`src/rtl/game_reporter_if.sv`:
```
// Event-in / UART-byte-out bundle for the game reporter.
// The slave modport is the reporter's view; the master modport is the producer/UART side.
interface game_reporter_if;
  logic        ev_valid;
  logic [3:0]  ev_code;
  logic [15:0] score;
  logic        ev_ready;
  logic        busy;
  logic [7:0]  drop_cnt;
  logic        is_transmitting;
  logic        transmit;
  logic [7:0]  tx_byte;

  modport slave (
    input  ev_valid, ev_code, score, is_transmitting,
    output ev_ready, busy, drop_cnt, transmit, tx_byte
  );

  modport master (
    output ev_valid, ev_code, score, is_transmitting,
    input  ev_ready, busy, drop_cnt, transmit, tx_byte
  );
endinterface

```
`src/rtl/game_reporter.sv`:
```
// Queues game events and serialises each one as an 8-byte ASCII frame
// ("<letter>:HHHH\r\n") through a byte-wide UART transmitter.
module game_reporter #(
  parameter int FIFO_DEPTH = 4
) (
  input  logic clk,
  input  logic reset_n,
  game_reporter_if.slave bus
);
  localparam int AW = $clog2(FIFO_DEPTH);
  localparam int CW = AW + 1;

  typedef enum logic [2:0] {IDLE, LOAD, SEND, ARM, DRAIN} state_t;

  logic [19:0]   fifo_mem [FIFO_DEPTH];
  logic [AW-1:0] wr_ptr_reg;
  logic [AW-1:0] rd_ptr_reg;
  logic [CW-1:0] count_reg;
  logic [19:0]   frame_reg;
  logic [2:0]    index_reg;
  logic          transmit_reg;
  logic [7:0]    tx_byte_reg;
  logic [7:0]    drop_cnt_reg;
  state_t        state_reg;

  logic full, empty, pop, accept, push, drop;

  function automatic logic [7:0] hex_digit(input logic [3:0] n);
    return (n < 4'd10) ? (8'h30 + {4'h0, n}) : (8'h37 + {4'h0, n});
  endfunction

  function automatic logic [7:0] letter(input logic [3:0] code);
    case (code)
      4'd1:    return 8'h4C; // L
      4'd2:    return 8'h52; // R
      4'd3:    return 8'h44; // D
      4'd4:    return 8'h53; // S
      4'd5:    return 8'h43; // C
      4'd6:    return 8'h58; // X
      4'd7:    return 8'h5A; // Z
      default: return 8'h3F; // ?
    endcase
  endfunction

  // Entry layout is {code[19:16], score[15:0]}.
  function automatic logic [7:0] frame_byte(input logic [19:0] entry, input logic [2:0] idx);
    case (idx)
      3'd0:    return letter(entry[19:16]);
      3'd1:    return 8'h3A;
      3'd2:    return hex_digit(entry[15:12]);
      3'd3:    return hex_digit(entry[11:8]);
      3'd4:    return hex_digit(entry[7:4]);
      3'd5:    return hex_digit(entry[3:0]);
      3'd6:    return 8'h0D;
      default: return 8'h0A;
    endcase
  endfunction

  assign full   = (count_reg == CW'(FIFO_DEPTH));
  assign empty  = (count_reg == '0);
  assign pop    = (state_reg == LOAD) && !empty;
  assign accept = bus.ev_valid && (bus.ev_code != 4'd0);
  // A pop in the same cycle frees a slot, so a full queue can still accept.
  assign push   = accept && (!full || pop);
  assign drop   = accept && full && !pop;

  always_ff @(posedge clk) begin
    if (push) begin
      fifo_mem[wr_ptr_reg] <= {bus.ev_code, bus.score};
    end
  end

  always_ff @(posedge clk) begin
    if (!reset_n) begin
      wr_ptr_reg   <= '0;
      rd_ptr_reg   <= '0;
      count_reg    <= '0;
      frame_reg    <= '0;
      index_reg    <= '0;
      transmit_reg <= 1'b0;
      tx_byte_reg  <= 8'h00;
      drop_cnt_reg <= 8'h00;
      state_reg    <= IDLE;
    end else begin
      if (push) wr_ptr_reg <= wr_ptr_reg + 1'b1;
      if (pop)  rd_ptr_reg <= rd_ptr_reg + 1'b1;
      case ({push, pop})
        2'b10:   count_reg <= count_reg + 1'b1;
        2'b01:   count_reg <= count_reg - 1'b1;
        default: count_reg <= count_reg;
      endcase
      if (drop && (drop_cnt_reg != 8'hFF)) drop_cnt_reg <= drop_cnt_reg + 1'b1;

      transmit_reg <= 1'b0;
      case (state_reg)
        IDLE: begin
          if (!empty && !bus.is_transmitting) state_reg <= LOAD;
        end
        LOAD: begin
          if (empty) begin
            state_reg <= IDLE;
          end else begin
            // Outputs are registered, so the first byte is launched here to
            // be visible during the SEND cycle.
            frame_reg    <= fifo_mem[rd_ptr_reg];
            index_reg    <= 3'd0;
            transmit_reg <= 1'b1;
            tx_byte_reg  <= frame_byte(fifo_mem[rd_ptr_reg], 3'd0);
            state_reg    <= SEND;
          end
        end
        SEND:  state_reg <= ARM;
        ARM:   state_reg <= DRAIN;
        DRAIN: begin
          if (!bus.is_transmitting) begin
            if (index_reg != 3'd7) begin
              index_reg    <= index_reg + 3'd1;
              transmit_reg <= 1'b1;
              tx_byte_reg  <= frame_byte(frame_reg, index_reg + 3'd1);
              state_reg    <= SEND;
            end else begin
              state_reg <= empty ? IDLE : LOAD;
            end
          end
        end
        default: state_reg <= IDLE;
      endcase
    end
  end

  assign bus.transmit = transmit_reg;
  assign bus.tx_byte  = tx_byte_reg;
  assign bus.drop_cnt = drop_cnt_reg;
  assign bus.ev_ready = !full;
  assign bus.busy     = (state_reg != IDLE) || !empty;
endmodule

```
`src/flat_wrapper.sv`:
```
// flat-port wrapper written by rule: the top's interface ports become plain ports
module game_reporter_flat 
#(
  parameter int FIFO_DEPTH = 4
)
  (clk, reset_n, bus_ev_valid, bus_ev_code, bus_score, bus_is_transmitting, bus_ev_ready, bus_busy, bus_drop_cnt, bus_transmit, bus_tx_byte);
  game_reporter_if bus_i ();
  input  logic clk;
  input  logic reset_n;
  input wire logic [$bits(bus_i.ev_valid)-1:0] bus_ev_valid;
  input wire logic [$bits(bus_i.ev_code)-1:0] bus_ev_code;
  input wire logic [$bits(bus_i.score)-1:0] bus_score;
  input wire logic [$bits(bus_i.is_transmitting)-1:0] bus_is_transmitting;
  output wire logic [$bits(bus_i.ev_ready)-1:0] bus_ev_ready;
  output wire logic [$bits(bus_i.busy)-1:0] bus_busy;
  output wire logic [$bits(bus_i.drop_cnt)-1:0] bus_drop_cnt;
  output wire logic [$bits(bus_i.transmit)-1:0] bus_transmit;
  output wire logic [$bits(bus_i.tx_byte)-1:0] bus_tx_byte;
  assign bus_i.ev_valid = bus_ev_valid;
  assign bus_i.ev_code = bus_ev_code;
  assign bus_i.score = bus_score;
  assign bus_i.is_transmitting = bus_is_transmitting;
  assign bus_ev_ready = bus_i.ev_ready;
  assign bus_busy = bus_i.busy;
  assign bus_drop_cnt = bus_i.drop_cnt;
  assign bus_transmit = bus_i.transmit;
  assign bus_tx_byte = bus_i.tx_byte;
  game_reporter #(.FIFO_DEPTH(FIFO_DEPTH)) u_core (.clk(clk), .reset_n(reset_n), .bus(bus_i));
endmodule
```
`config.mk`:
```
export PLATFORM = sky130hd
export DESIGN_NAME = game_reporter_flat
export DESIGN_NICKNAME = d
export VERILOG_FILES = /design/src/rtl/game_reporter_if.sv /design/src/rtl/game_reporter.sv /design/src/flat_wrapper.sv
export SDC_FILE = /design/constraint.sdc
export NUM_CORES = 1
export LEC_CHECK = 0
export BUFFER_PORTS_ARGS = -buffer_cell sky130_fd_sc_hd__buf_2
export CAP_MARGIN = 20
export CORE_MARGIN = 1
export CORE_UTILIZATION = 35
export CTS_CLUSTER_DIAMETER = 100
export DETAILED_ROUTE_END_ITERATION = 10
export GPL_ROUTABILITY_DRIVEN = 0
export PLACE_DENSITY = 0.49
export SYNTH_ARGS = -nofsm -noshare
export SYNTH_HDL_FRONTEND = slang
export SYNTH_SLANG_ARGS = --single-unit
export TNS_END_PERCENT = 10
```
`constraint.sdc`:
```
create_clock -name clk -period 3.4 [get_ports clk]
set_input_delay 0.34 -clock clk [delete_from_list [all_inputs] [get_ports clk]]
set_output_delay 0.34 -clock clk [all_outputs]
set_load 0.02 [all_outputs]
```
; After elaboration in Yosys (flattened, before gate mapping)
; Memory sizes are Yosys's and may differ from the RTL's. A register that Yosys moved wholly into a read port is not among the register bits.
; Index checks and enable logic that the tools add are counted.
[classes]
n_reduce_logical = 23
n_mux = 30
n_lt_le_gt_ge = 4
add_sub_neg = 14
eq_ne = 33
bitwise = 1
[op_table]
columns = op, count
row1 = $pmux W7 S7, 2
row2 = $add A6 B4 Y7 const A, 8
row3 = $mux W8, 7
row4 = $pmux W8 S7, 1
row5 = $eq A4 B3 Y1 const B, 8
row6 = $mux W3, 6
row7 = $eq A4 B2 Y1 const B, 4
row8 = $lt A4 B4 Y1 const B, 4
row9 = $pmux W8 S2, 1
row10 = $eq A3 B3 Y1 const B, 5
row11 = $pmux W3 S5, 1
row12 = $eq A3 B2 Y1 const B, 4
row13 = $pmux W3 S2, 2
row14 = $logic_not A3 Y1, 3
row15 = $add A8 B1 Y8 const B, 1
row16 = $eq A4 B1 Y1 const B, 2
row17 = $ne A8 B8 Y1 const B, 1
row18 = $logic_and A1 B1 Y1, 7
row19 = $add A3 B1 Y3 const B, 2
row20 = $eq A3 B1 Y1 const B, 2
row21 = $mux W1, 6
row22 = $mux W2, 3
row23 = $add A2 B1 Y2 const B, 2
row24 = $logic_not A1 Y1, 4
row25 = 14 further kinds, 19
[word_totals]
input_bits = 24
output_inout_bits = 19
wordCells = 115
mem_count = 1
ramBits = 80
ff_bits = 50
[mem_list]
columns = memory, depth, width, read_ports, rd_ports_with_merged_regs, wr, line_no
row1 = u_core.fifo_mem, 4, 20, 1, 1, 1, game_reporter.sv:15  ; logic [19:0] fifo_mem [FIFO_DEPTH];

; Depth between registers and ports, before layout
[depth]
ltp_word = 7
ltp_mapped = 11
ltp_nobuf = 10

; Worst setup path after synthesis
; Ideal clock, no wire load.
[synth_path]
path_kind = flip-flop to flip-flop
startpoint = reg u_core.state_reg[0]
endpoint = reg u_core.count_reg[2]
arrival_time_ps = 2676
setup_ps = 76
slack_ps = 648
path_stages_with_launch = 12
path_buffers = 2
cell_sequence = dfxtp_1 > clkbuf_1 > nor3b_1 > nand2_1 > inv_1 > clkbuf_1 > ha_1 > inv_1 > fa_1 > xor2_1 > or3_2 > a21boi_0
[synth_between]
elab_chain_cells = 6
elab_cells_between_ends = 8
classes_between = eq/ne (3) / mux (1) / reduce/logical (4)
[synth_rtl]
columns = item, line_no
row1 = "start, declared", game_reporter.sv:24  ; state_t state_reg;
row2 = "start signal, assigned", game_reporter.sv:122  ; state_reg <= empty ? IDLE : LOAD;
row3 = $eq A3 B1 Y1 (*), game_reporter.sv:61  ; assign pop = (state_reg == LOAD) && !empty;
row4 = $logic_and A1 B1 Y1 (*), game_reporter.sv:61
row5 = named net u_core.pop, game_reporter.sv:26  ; logic full, empty, pop, accept, push, drop;
row6 = $logic_or A1 B1 Y1, game_reporter.sv:64  ; assign push = accept && (!full || pop);
row7 = $logic_and A1 B1 Y1, game_reporter.sv:64
row8 = $eq A2 B1 Y1 or $eq A2 B2 Y1 (tied branches), game_reporter.sv:87  ; case ({push, pop})
row9 = $pmux W3 S2 or $reduce_bool A2 Y1 (tied branches), n/a
row10 = "end signal, assigned", game_reporter.sv:88  ; 2'b10: count_reg <= count_reg + 1'b1;
row11 = "end signal, assigned", game_reporter.sv:89  ; 2'b01: count_reg <= count_reg - 1'b1;
row12 = "end signal, assigned", game_reporter.sv:90  ; default: count_reg <= count_reg;
row13 = "end, declared", game_reporter.sv:18  ; logic [CW-1:0] count_reg;
; Mark *: on every way through the listed nets, which the timed path passes. The rest lies on a longest branch.
; A chain may end at the register's enable or synchronous reset.

; Worst setup path in the final report
[layout_path]
startpoint = reg u_core.state_reg[0]
endpoint = reg u_core.count_reg[2]
[layout_between]
elab_chain_cells = 6
elab_cells_between_ends = 8
classes_between = eq/ne (3) / mux (1) / reduce/logical (4)
[layout_rtl]
columns = item, line_no
row1 = $eq A3 B1 Y1 (*), game_reporter.sv:61
row2 = $logic_and A1 B1 Y1 (*), game_reporter.sv:61
row3 = $logic_or A1 B1 Y1, game_reporter.sv:64
row4 = $logic_and A1 B1 Y1, game_reporter.sv:64
row5 = $eq A2 B1 Y1 or $eq A2 B2 Y1 (tied branches), game_reporter.sv:87
row6 = $pmux W3 S2 or $reduce_bool A2 Y1 (tied branches), n/a
; Mark *: on every way between the ends. The rest lies on a longest branch, timed or not.

==> flow_metrics.tcl <==
set metrics [dict create \
    drv_slew 0 \
    cts_setup_buffers 0 \
    synth_common_cells "edfxtp_1 (80), nand2_1 (62), dfxtp_1 (51)" \
    cts_root_buf "clkbuf_16" \
    antenna_cells 0 \
    arrival_ns 2.86 \
    setup.worst_path.class "register to register" \
    hold_path.class "primary input to register" \
    synthAdderAreaFrac_pct 3.72 \
    wirelength_um 12200 \
    portBuffers 41 \
    hold_depth 1 \
    rsz0062_at_grt "no" \
    clockBufferDepth 2 \
    ant_nets 0 \
    grt_usage_pct 15.1 \
    drc 0 \
    status "completed" \
    cts_buffers 17 \
    post-route-period-util_pct 74.0 \
    ios 43 \
    p_switching_mw 0.981 \
    drt_iter0_markers 198 \
    slowest_delay_ns 0.44 \
    async_flop_share_pct 0 \
    grt-ovfl-total 0 \
    core-area_um2 16500 \
    p_per_area_nw_per_um2 581 \
    grt_pass1_vias 3851 \
    worstPathCellList "nor3b_1, nor2_1, nor2_1, inv_1, ha_1, inv_1, fa_1, xor2_1, or3_2, a21boi_0" \
    syn_area_um2 5920 \
    startpoint_type "register" \
    cpMaxStageDelayCell "dfxtp_1" \
    drive_above_1_share_pct 19.2 \
    num-nets-final 575 \
    cts_sinks 131 \
    drv_cap 0 \
    clockPowerShare_pct 43.0 \
    critical_path.endpoint_type "register" \
    synth_area_leaders "edfxtp_1 (41%), dfxtp_1 (17%), mux4_2 (7.6%)" \
    h-tree-depth 4 \
    crit_required_ns 3.74 \
    synth_compound_area_share_pct 11.4 \
    routedWlPerCell_um 15.9 \
    antenna_found_initial 0 \
    leakagePower_nw 2.39 \
    timing_hold_violations_final 0 \
    synthSimpleGateAreaFrac_pct 13.4 \
    initial_core_util_pct 35.8 \
    syn-num-nets 530 \
    die_w_um 132 \
    hold_slack_ns 0.145 \
    grt_max_degree 51 \
    synth_edf_count 80 \
    cts_resized 0 \
    min_period_ns 2.52 \
    multi_input_area_um2 2310 \
    avgViaCountPerCell 5.05 \
    insertion_delay_ns 0.42 \
    syn_avg_cell_area_um2 12.1 \
    slew-limit-headroom_pct 48.5 \
    reg2reg_depth 10 \
    synth_xor_area_share_pct 2.51 \
    fillers 1570 \
    sw_frac_of_total_pct 24.3 \
    row_count 47 \
    cts_tree "built" \
    cp_max_fo 9 \
    die_area_um2 17400 \
    synthMuxAreaShare_pct 7.94 \
    regArea_um2 3420 \
    ir_drop_mv 0.328 \
    internal_power_mw 3.05 \
    synth_top_area_share_pct 40.6 \
    tightest_slew_ns 0.773 \
    synth_cells 489 \
    cts_hold_buf 0 \
    synth.yosys.seq_area_share_pct 57.8 \
    largest_reg_flops 80 \
    syn_to_final_growth_pct 17.1 \
    synth_top_flop_cell "edfxtp_1" \
    synth_top_family_by_area "simple AND/OR/NAND/NOR gates" \
    setup_violations 0 \
    ys_types 56 \
    vias 3873 \
    comb_power_share_pct 10.8 \
    clk_pin_slew_ns 0.05 \
    synth_seq_cells 131 \
    finClkSkew_ns 0.0286 \
    die-height_um 132 \
    yosysMostFrequentCell "edfxtp_1" \
    synth.largest_area_cell "edfxtp_1" \
    hpwl_um 8240 \
    final.setup.tns_ns 0 \
    dr.pass1.iters 5 \
    grt_first_pass_wirelength_um 20200 \
    seq_power_share_pct 46.2 \
    fmax_mhz 398 \
    ys_warn_count 0 \
]
-- metal layers --
metal	up-vias	global-route usage (%)	wire length [um]
met4	0	5.62	114
met1	1899	20.2	6030
met3	11	4.00	424
li1	1895	-	-
met5	-	0	0
met2	68	23.6	5620
-- layout by cell type (no fill, tap or decap), types with 14 or more instances in the layout --
cell       netlist  layout
a21boi_0        24      24
and2_1          18      18
buf_2            3      41
clkbuf_16        0      17
dfxtp_1         51      51
edfxtp_1        80      80
ha_1            16      16
inv_1           21      21
mux4_2          20      20
nand2_1         62      62
nor2_1          14      14
nor2b_1         14      14
o21ai_0         24      24
-- cell families after synthesis --
family,count (synthesis)
multiplexers,22
other,1
adder cells (fa/ha/maj),17
buffers and inverters,46
AND/OR/NAND/NOR,156
XOR/XNOR,17
AO/OA/AOI/OAI,99
flip-flops,131
-- power by group through the flow --
stage,sequential (mW),combinational [mW],clock (mW)
floorplan,1.87,0.314,0
global placement,1.89,0.438,0
detailed placement,1.89,0.440,0
CTS,1.86,0.442,1.79
global route,1.87,0.492,1.86
finish,1.86,0.436,1.73
-- area by class of cell --
cell class                      count  share of cell area (%)
Inverter                           21                    1.14
Timing Repair Buffer               51                    4.04
Tap cell                          220                    3.97
Clock buffer                       18                    6.19
Multi-Input combinational cell    312                    33.3
Clock inverter                     14                    2.00
Sequential cell                   131                    49.4
-- critical path: cells and delay by family (launching register included) --
| family | cells | cell delay, ns |
|---|---|---|
| and+or+nand+nor | 4 | 1.19 |
| DFF | 1 | 0.44 |
| adders and majority gates | 2 | 0.41 |
| AOI/OAI and AO/OA | 1 | 0.17 |
| buffers and inverters | 2 | 0.17 |
| xor gates and xnor gates | 1 | 0.07 |
-- per-stage QoR --
step	power [mW]	worst slack, ns	cell area [um2]	cells	util, %
2_1_floorplan	2.19	0.648	5920	489	-
3_3_place_gp	2.33	0.707	6370	735	38.5
3_5_place_dp	2.33	0.608	6370	735	38.5
4_1_cts	4.09	0.887	6940	767	42.0
5_1_grt	4.22	0.566	6940	767	42.0
6_report	4.03	0.885	6940	767	42.0
-- path summary, 6_finish.rpt --
kind	to	start	slack [ns]
hold / removal	u_core.fifo_mem[0][1]$_DFFE_PP_	bus_score[1]	0.15
setup reg to reg	u_core.count_reg[2]$_SDFFE_PN0P_	u_core.state_reg[0]$_SDFFE_PN0P_	0.88
setup / recovery	u_core.count_reg[2]$_SDFFE_PN0P_	u_core.state_reg[0]$_SDFFE_PN0P_	0.88
hold reg to reg	u_core.bus.tx_byte[5]$_SDFFE_PN0P_	u_core.bus.tx_byte[5]$_SDFFE_PN0P_	0.45
(Power assumes the default switching activity.)
